===== config.mk =====
export PLATFORM = sky130hd
export DESIGN_NAME = gwct_cmd_arbiter_flat
export DESIGN_NICKNAME = d
export VERILOG_FILES = /design/src/rtl/gwct_cmd_arbiter_if.sv /design/src/rtl/gwct_cmd_arbiter.sv /design/src/flat_wrapper.sv
export SDC_FILE = /design/constraint.sdc
export NUM_CORES = 1
export LEC_CHECK = 0
export ABC_AREA = 0
export BUFFER_PORTS_ARGS = -buffer_cell sky130_fd_sc_hd__buf_2
export CORE_MARGIN = 2
export CORE_UTILIZATION = 43
export CTS_CLUSTER_DIAMETER = 120
export CTS_CLUSTER_SIZE = 40
export DETAILED_ROUTE_END_ITERATION = 10
export GPL_ROUTABILITY_DRIVEN = 1
export MAX_ROUTING_LAYER = met4
export PLACE_DENSITY_LB_ADDON = 0.15
export SLEW_MARGIN = 20
export SYNTH_ARGS = -nofsm -noshare
export SYNTH_HDL_FRONTEND = slang
export SYNTH_SLANG_ARGS = --single-unit

===== constraint.sdc =====
create_clock -name clk -period 1.9 [get_ports clk]
set_input_delay 0.285 -clock clk [delete_from_list [all_inputs] [get_ports clk]]
set_output_delay 0.285 -clock clk [all_outputs]
set_load 0.005 [all_outputs]

===== src/rtl/gwct_cmd_arbiter_if.sv =====
// gwct_cmd_arbiter_if: requester, response and APB command signals of the command arbiter
interface gwct_cmd_arbiter_if #(parameter int N_REQ = 2);
  logic [N_REQ-1:0]    req_valid, req_lock, req_write, req_done;
  logic [32*N_REQ-1:0] req_addr, req_wdata;
  logic [31:0]         rsp_rdata, cmd_addr, cmd_wdata, cmd_rdata;
  logic                rsp_error, busy, cmd_valid, cmd_write, cmd_ready, cmd_error;
  logic [2:0]          grant;
  modport slave (
    input  req_valid, req_lock, req_write, req_addr, req_wdata, cmd_ready, cmd_rdata, cmd_error,
    output req_done, rsp_rdata, rsp_error, grant, busy, cmd_valid, cmd_addr, cmd_wdata, cmd_write
  );
  modport master (
    output req_valid, req_lock, req_write, req_addr, req_wdata, cmd_ready, cmd_rdata, cmd_error,
    input  req_done, rsp_rdata, rsp_error, grant, busy, cmd_valid, cmd_addr, cmd_wdata, cmd_write
  );
endinterface


===== src/rtl/gwct_cmd_arbiter.sv =====
// gwct_cmd_arbiter: round-robin sharing of one APB command port with bounded per-requester lock
module gwct_cmd_arbiter #(
  parameter int N_REQ    = 2,
  parameter int LOCK_MAX = 16
) (
  input logic             clk,
  input logic             rst,
  gwct_cmd_arbiter_if.slave bus
);
  localparam int IW = (N_REQ > 1) ? $clog2(N_REQ) : 1;
  localparam int CW = $clog2(LOCK_MAX + 1);
  typedef enum logic [1:0] {ARB, ISSUE, WAIT, RESP} state_e;
  state_e          state_q, state_d;
  logic [IW-1:0]   rr_q, grant_q, lock_owner_q, win, cand;
  logic            lock_vld_q, lock_ok, found;
  logic [CW-1:0]   lock_cnt_q;
  logic [31:0]     addr_q, wdata_q, rdata_q;
  logic            write_q, error_q;
  // A live, unexhausted lock wins outright; otherwise search starts just after the last owner
  always_comb begin
    lock_ok = lock_vld_q && bus.req_valid[lock_owner_q] && lock_cnt_q < CW'(LOCK_MAX);
    found   = lock_ok;
    win     = lock_owner_q;
    cand    = '0;
    for (int k = 1; k <= N_REQ; k++) begin
      cand = IW'((int'(rr_q) + k) % N_REQ);
      if (!found && bus.req_valid[cand]) begin
        found = 1'b1;
        win   = cand;
      end
    end
  end
  always_ff @(posedge clk) begin
    if (rst) state_q <= ARB;
    else     state_q <= state_d;
  end
  always_comb begin
    state_d = (state_q == ARB)   ? (found ? ISSUE : ARB) :
              (state_q == ISSUE) ? WAIT :
              (state_q == WAIT)  ? (bus.cmd_ready ? RESP : WAIT) : ARB;
  end
  always_comb begin
    bus.cmd_valid = state_q == ISSUE;
    bus.busy      = state_q != ARB;
    bus.req_done  = (state_q == RESP) ? N_REQ'(1) << grant_q : '0;
    bus.grant     = 3'(grant_q);
    bus.cmd_addr  = addr_q;
    bus.cmd_wdata = wdata_q;
    bus.cmd_write = write_q;
    bus.rsp_rdata = rdata_q;
    bus.rsp_error = error_q;
  end
  always_ff @(posedge clk) begin
    if (rst) begin
      rr_q         <= IW'(N_REQ - 1);
      grant_q      <= '0;
      lock_vld_q   <= 1'b0;
      lock_owner_q <= '0;
      lock_cnt_q   <= '0;
      addr_q       <= '0;
      wdata_q      <= '0;
      write_q      <= 1'b0;
      rdata_q      <= '0;
      error_q      <= 1'b0;
    end else begin
      if (state_q == ARB && found) begin
        addr_q       <= bus.req_addr[32*win +: 32];
        wdata_q      <= bus.req_wdata[32*win +: 32];
        write_q      <= bus.req_write[win];
        grant_q      <= win;
        rr_q         <= win;
        lock_owner_q <= win;
        lock_vld_q   <= bus.req_lock[win];
        lock_cnt_q   <= bus.req_lock[win] ? (lock_ok ? lock_cnt_q + 1'b1 : CW'(1)) : '0;
      end else if (state_q == ARB) begin
        lock_vld_q <= 1'b0;
        lock_cnt_q <= '0;
      end
      if (state_q == WAIT && bus.cmd_ready) begin
        rdata_q <= bus.cmd_rdata;
        error_q <= bus.cmd_error;
      end
    end
  end
endmodule


===== src/flat_wrapper.sv =====
// flat-port wrapper written by rule: the top's interface ports become plain ports
module gwct_cmd_arbiter_flat 
#(
  parameter int N_REQ    = 2,
  parameter int LOCK_MAX = 16
)
  (clk, rst, bus_req_valid, bus_req_lock, bus_req_write, bus_req_addr, bus_req_wdata, bus_cmd_ready, bus_cmd_rdata, bus_cmd_error, bus_req_done, bus_rsp_rdata, bus_rsp_error, bus_grant, bus_busy, bus_cmd_valid, bus_cmd_addr, bus_cmd_wdata, bus_cmd_write);
  gwct_cmd_arbiter_if #(.N_REQ(N_REQ)) bus_i ();
  input logic clk;
  input logic rst;
  input wire logic [$bits(bus_i.req_valid)-1:0] bus_req_valid;
  input wire logic [$bits(bus_i.req_lock)-1:0] bus_req_lock;
  input wire logic [$bits(bus_i.req_write)-1:0] bus_req_write;
  input wire logic [$bits(bus_i.req_addr)-1:0] bus_req_addr;
  input wire logic [$bits(bus_i.req_wdata)-1:0] bus_req_wdata;
  input wire logic [$bits(bus_i.cmd_ready)-1:0] bus_cmd_ready;
  input wire logic [$bits(bus_i.cmd_rdata)-1:0] bus_cmd_rdata;
  input wire logic [$bits(bus_i.cmd_error)-1:0] bus_cmd_error;
  output wire logic [$bits(bus_i.req_done)-1:0] bus_req_done;
  output wire logic [$bits(bus_i.rsp_rdata)-1:0] bus_rsp_rdata;
  output wire logic [$bits(bus_i.rsp_error)-1:0] bus_rsp_error;
  output wire logic [$bits(bus_i.grant)-1:0] bus_grant;
  output wire logic [$bits(bus_i.busy)-1:0] bus_busy;
  output wire logic [$bits(bus_i.cmd_valid)-1:0] bus_cmd_valid;
  output wire logic [$bits(bus_i.cmd_addr)-1:0] bus_cmd_addr;
  output wire logic [$bits(bus_i.cmd_wdata)-1:0] bus_cmd_wdata;
  output wire logic [$bits(bus_i.cmd_write)-1:0] bus_cmd_write;
  assign bus_i.req_valid = bus_req_valid;
  assign bus_i.req_lock = bus_req_lock;
  assign bus_i.req_write = bus_req_write;
  assign bus_i.req_addr = bus_req_addr;
  assign bus_i.req_wdata = bus_req_wdata;
  assign bus_i.cmd_ready = bus_cmd_ready;
  assign bus_i.cmd_rdata = bus_cmd_rdata;
  assign bus_i.cmd_error = bus_cmd_error;
  assign bus_req_done = bus_i.req_done;
  assign bus_rsp_rdata = bus_i.rsp_rdata;
  assign bus_rsp_error = bus_i.rsp_error;
  assign bus_grant = bus_i.grant;
  assign bus_busy = bus_i.busy;
  assign bus_cmd_valid = bus_i.cmd_valid;
  assign bus_cmd_addr = bus_i.cmd_addr;
  assign bus_cmd_wdata = bus_i.cmd_wdata;
  assign bus_cmd_write = bus_i.cmd_write;
  gwct_cmd_arbiter #(.N_REQ(N_REQ), .LOCK_MAX(LOCK_MAX)) u_core (.clk(clk), .rst(rst), .bus(bus_i));
endmodule

; ---- Word level (Yosys, flattened, before mapping)
; Cells that the tools add are included.
[word_totals]
register_bits = 108
latch_bits = 0
ram_bits = 0
romBits = 0
word_cells = 61
mem_count = 0
[classes]
addsub = 3
mul = 0
n_div = 0
n_lt_le_gt_ge = 5
n_eq_ne = 3
shifts = 3
mux = 26
n_bitwise = 0
n_reduce_logical = 11
[ops]
columns = op, count
row1 = 64-bit by 7-bit variable part select with 32-bit output, 2
row2 = 5-bit 2-to-1 mux, 4
row3 = 1-bit 2-to-1 mux, 18
row4 = 1-bit by 2-bit less-than comparator with 1-bit output (second input constant), 4
row5 = 2-bit 2-to-1 mux, 4
row6 = 1-bit logical AND, 6
row7 = 5-bit by 1-bit adder with 5-bit output (second input constant), 1
row8 = 5-bit less-than comparator (second input constant), 1
row9 = 2-bit == test (second input constant), 2
row10 = 2-bit nonzero test, 2
row11 = 1-bit adder (second input constant), 2
row12 = 2-bit by 1-bit == test with 1-bit output (second input constant), 1
row13 = 1-bit zero test, 2
row14 = 2-bit zero test, 1
row15 = 1-bit by 1-bit left shift with 2-bit output (first input constant), 1

; ---- Logic depth before layout (Yosys ltp)
[depth]
word_depth = 14
depth_mapped = 8
ltp_nobuf = 6

; ---- Worst setup path before layout
; Ideal clock, no wire load.
[synth_timing]
path_kind = flip-flop to flip-flop
start = register u_core.state_q[0]
end = register u_core.addr_q[10] (netlist: u_core.bus.cmd_addr[10])
setup_time_ns = 0.086
arrival_ns = 1.569
slack_ns = 0.245
stages_incl_launch_ff = 9
n_path_buf = 2
period_less_slack_ns = 1.655
path_cell_list = dfxtp_1 > inv_1 > ha_1 > inv_1 > nor2_1 > buf_2 > buf_1 > nor2_1 > a211oi_1
[synth_between]
elab_chain_cells = 2
[synth_lines]
columns = item, line
row1 = from (decl), gwct_cmd_arbiter.sv:13  ; state_e state_q, state_d;
row2 = from (signal assigned), gwct_cmd_arbiter.sv:35  ; else state_q <= state_d;
row3 = 2-bit zero test, gwct_cmd_arbiter.sv:66  ; if (state_q == ARB && found) begin
row4 = 1-bit logical AND, gwct_cmd_arbiter.sv:66
row5 = to (signal assigned), gwct_cmd_arbiter.sv:67  ; addr_q <= bus.req_addr[32*win +: 32];
row6 = to (decl), gwct_cmd_arbiter.sv:17  ; logic [31:0] addr_q, wdata_q, rdata_q;
; Every way passes these cells.
; A chain may end at the register's enable or synchronous reset.

; ---- Final worst setup path
[layout_timing]
start = register u_core.lock_vld_q
end = register u_core.wdata_q[15] (netlist: u_core.bus.cmd_wdata[15])
[layout_between]
elab_chain_cells = 9
[layout_lines]
columns = item, line
row1 = from (decl), gwct_cmd_arbiter.sv:15  ; logic lock_vld_q, lock_ok, found;
row2 = from (signal assigned), gwct_cmd_arbiter.sv:73  ; lock_vld_q <= bus.req_lock[win];
row3 = 1-bit logical AND * (2 in a row), gwct_cmd_arbiter.sv:21  ; lock_ok = lock_vld_q && bus.req_valid[lock_owner_q] && lock_cnt_q < CW'(LOCK_MAX);
row4 = 1-bit zero test, gwct_cmd_arbiter.sv:27  ; if (!found && bus.req_valid[cand]) begin
row5 = 1-bit logical AND, gwct_cmd_arbiter.sv:27
row6 = 1-bit 2-to-1 mux, gwct_cmd_arbiter.sv:27
row7 = 1-bit zero test, gwct_cmd_arbiter.sv:27
row8 = 1-bit logical AND, gwct_cmd_arbiter.sv:27
row9 = 1-bit 2-to-1 mux, gwct_cmd_arbiter.sv:27
row10 = 64-bit by 7-bit variable part select with 32-bit output / 1-bit logical AND (equally long branches), "gwct_cmd_arbiter.sv:68, gwct_cmd_arbiter.sv:66"
row11 = to (signal assigned), gwct_cmd_arbiter.sv:68  ; wdata_q <= bus.req_wdata[32*win +: 32];
row12 = to (decl), gwct_cmd_arbiter.sv:17
; Mark *: on every way between the ends. The rest lies on a longest branch, timed or not.

==> impl_metrics.env <==
export IMPL_run_status="complete, no violations"
export IMPL_syn_mean_instance_area_um2=8.97
export IMPL_grt_pass1_wl_um=19500
export IMPL_detailedRoute_firstIterationViolations=221
export IMPL_n_fill_cell=949
export IMPL_h_tree_depth=3
export IMPL_final_layout_size_suffix_gt1_share_pct=39.1
export IMPL_number_of_global_route_vias_before_repair=4210
export IMPL_finalCritPeriodShare_pct=92.6
export IMPL_hold_critical_path_depth=3
export IMPL_criticalPathCategory="reg -> reg"
export IMPL_synth_xor_area_share_pct=0.191
export IMPL_max_slew_margin_rel_pct=60.5
export IMPL_gp_congestion=0.823
export IMPL_ctsResizeCount=0
export IMPL_placement_rows=37
export IMPL_antenna_violating_nets_post_route=0
export IMPL_top_level_ports=275
export IMPL_crit_path_cell_trace="nor2b_1 -> o311ai_4 -> buf_12 -> buf_12 -> mux2i_1 -> a211oi_1"
export IMPL_synth_compound_gate_area_share_pct=16.2
export IMPL_final_core_utilization_pct=60.2
export IMPL_muxShareOfSynthArea_pct=15.1
export IMPL_detail_route_vias_per_cell=4.95
export IMPL_post_synth_num_cell_types=29
export IMPL_worstPathMaxFanout=34
export IMPL_clock_latency_on_the_worst_skew_pair_ps=370
export IMPL_ant_diodes=0
export IMPL_synthAdderAreaFrac_pct=1.37
export IMPL_top_achievable_clock_speed_ghz=0.569
export IMPL_die_x_um=107
export IMPL_drv_slew=0
export IMPL_initial_core_util_pct=44.3
export IMPL_cts_sinks=108
export IMPL_chipHeight_um=107
export IMPL_cts_clk_slew_worst_paths_ps=100
export IMPL_r2r_worst_path_cells=6
export IMPL_globalRouteOverflowTotal=0
export IMPL_cts_max_path_buffers=2
export IMPL_detail_route_wl_per_cell_um=13.9
export IMPL_syn_instance_count=510
export IMPL_cts_inserted_buffers=9
export IMPL_cts_tree="yes"
export IMPL_root_buffer_selected_by_cts="clkbuf_8"
export IMPL_design_final_nets=934
export IMPL_synth_seq_cells=108
export IMPL_hold_buffers=0
export IMPL_core_mm2=0.0103
export IMPL_vias=4450
export IMPL_critPathMostFrequentCell="buf_12"
export IMPL_grt_setup_unrepaired="false"
export IMPL_first_pass_iters=6
export IMPL_grt_util_all_layers_pct=21.9
export IMPL_cap_viol_max_count=0
export IMPL_die_area_mm2=0.0115
export IMPL_hpwlAfterDp_um=9540
export IMPL_hold_viol=0
export IMPL_crit_path_max_incr_delay_ps=350
export IMPL_worstPathRequired_ps=2140
export IMPL_mapped_cell_area_mm2=0.00458
export IMPL_timing_setup_tns_ps=0
export IMPL_routed_wl_um=12500
export IMPL_total_leakage_power_nw=2.99
export IMPL_synth_top_family_by_area="compound AO/OA/AOI/OAI gates"
export IMPL_clock_skew_ps=9.31
export IMPL_ys_seq_area_share_pct=47.2
export IMPL_endpoint_kind="flip-flop"
export IMPL_initial_antenna_violation_count=0
export IMPL_hold_class="in -> reg"
export IMPL_worst_max_slew_pin_slew_ps=586
export IMPL_placement_io_buffers=272
export IMPL_final_period_minus_worst_setup_slack_ps=1760
export IMPL_synth_simple_gate_area_share_pct=14.5
export IMPL_setup_viol=0
export IMPL_startpoint_type="flip-flop"
export IMPL_worst_path_max_delay_cell="dfxtp_1"
export IMPL_syn_to_final_growth_pct=35.7
export IMPL_worst_ep_arrival_time_ps=2000
export IMPL_post_cts_setup_buffer_count=0
export IMPL_vdd_ir_drop_worst_mv=0.359
export IMPL_ys_warn_count=0
export IMPL_drt_drc_violations_left=0
export IMPL_grt_max_degree=71
export IMPL_power_density_mw_per_mm2=796
## per-layer routing
layer	wire length, µm	GRT usage, %
met1	5270	26.4
met2	6180	36.1
met3	794	3.47
met4	293	9.83
met5	0	-
## cell usage after synthesis (all sizes together)
| cell | instances | area share, % |
|---|---|---|
| a211oi | 65 | 11 |
| and2 | 3 | 0.41 |
| nor2b | 2 | 0.27 |
| a21oi | 36 | 3.9 |
| nand2 | 79 | 6.5 |
| inv | 6 | 0.49 |
| xor2 | 1 | 0.19 |
| o311ai | 1 | 0.36 |
| nand3 | 1 | 0.11 |
| conb | 1 | 0.082 |
| o31ai | 3 | 0.49 |
| nor4 | 4 | 0.55 |
| o21ai | 4 | 0.44 |
| mux2i | 69 | 15 |
| nor2 | 70 | 5.7 |
| o21bai | 1 | 0.16 |
| nand2b | 2 | 0.27 |
| a22oi | 1 | 0.16 |
| ha | 5 | 1.4 |
| or3 | 2 | 0.27 |
| nand3b | 1 | 0.16 |
| buf | 16 | 2.6 |
| nand4b | 1 | 0.19 |
| dfxtp | 108 | 47 |
| clkbuf | 28 | 2.3 |
## metrics by stage
stage | area (µm²) | power [W] | hold WS (ps) | setup WS (ps) | cells
5_1_grt | 6210 | 0.00522 | 141 | 22.5 | 899
3_3_place_gp | 6040 | 0.00370 | 439 | 153 | 884
6_report | 6210 | 0.00495 | 148 | 141 | 899
2_1_floorplan | 4580 | 0.00323 | 421 | 245 | 511
4_1_cts | 6210 | 0.00499 | 130 | 38.8 | 899
3_5_place_dp | 6040 | 0.00373 | 446 | 63.5 | 884
## kinds of logic (layout without fill, tap and decap cells)
group | after synthesis | count (layout)
simple gates | 165 | 165
xor+xnor | 1 | 1
other cells | 1 | 2
flops | 108 | 108
mux | 69 | 69
fa+ha+maj | 5 | 5
buf+inv | 50 | 302
compound gates | 111 | 111
## final cells by class
type	count	area, µm²	share of cell area, %
tap	136	170	2.74
clock buffer	13	159	2.56
multi-input combinational	353	2190	35.3
inverter	6	22.5	0.363
sequential	108	2160	34.8
clock inverter	2	10.0	0.161
timing repair buffer	281	1490	24.1
## critical path, delay by kind of cell (launching register included)
| kind | cells | cell delay (ps) |
|---|---|---|
| compound gates | 2 | 370 |
| flops | 1 | 350 |
| simple gates | 1 | 180 |
| buf+inv | 2 | 470 |
| mux | 1 | 250 |
## flip-flops by register name, summed over array words and instances, names as in the netlist
name and flops:
u_core.bus.cmd_addr 32, u_core.bus.cmd_wdata 32, u_core.bus.cmd_write 1, u_core.bus.rsp_error 1, u_core.bus.rsp_rdata 32, u_core.grant_q 1
u_core.lock_cnt_q 5, u_core.lock_vld_q 1, u_core.rr_q 1, u_core.state_q 2
## report_power, final
part / total [W] / switching (W) / leakage (nW) / internal (W)
sequential: 0.00255 / 0.0000999 / 0.889 / 0.00245
clock: 0.00128 / 0.000741 / 0.0893 / 0.000540
combinational: 0.00111 / 0.000566 / 2.01 / 0.000547
total: 0.00495 / 0.00141 / 2.99 / 0.00354
## cell usage in the layout (no fill, tap or decap), types with 3 or more instances in the layout
cell	synthesis	routed
buf_2	1	271
dfxtp_1	108	108
nand2_1	79	79
nor2_1	70	69
mux2i_1	69	69
a211oi_1	65	65
a21oi_1	36	36
clkbuf_8	0	11
inv_1	5	5
ha_1	5	5
buf_4	9	5
buf_12	0	5
nor4_1	4	4
o21ai_0	4	4
o31ai_1	3	3
## path summary, 6_finish.rpt
| kind | start | end | slack (ps) |
|---|---|---|---|
| setup / recovery | u_core.lock_vld_q$_SDFFE_PP0P_ | u_core.bus.cmd_wdata[15]$_SDFFE_PP0P_ | 140 |
| hold / removal | bus_cmd_rdata[1] | u_core.bus.rsp_rdata[1]$_SDFFE_PP0P_ | 150 |
| setup reg to reg | u_core.lock_vld_q$_SDFFE_PP0P_ | u_core.bus.cmd_wdata[15]$_SDFFE_PP0P_ | 140 |
| hold reg to reg | u_core.bus.rsp_error$_SDFFE_PP0P_ | u_core.bus.rsp_error$_SDFFE_PP0P_ | 460 |
Note: power is estimated with default switching activity, not from simulation.
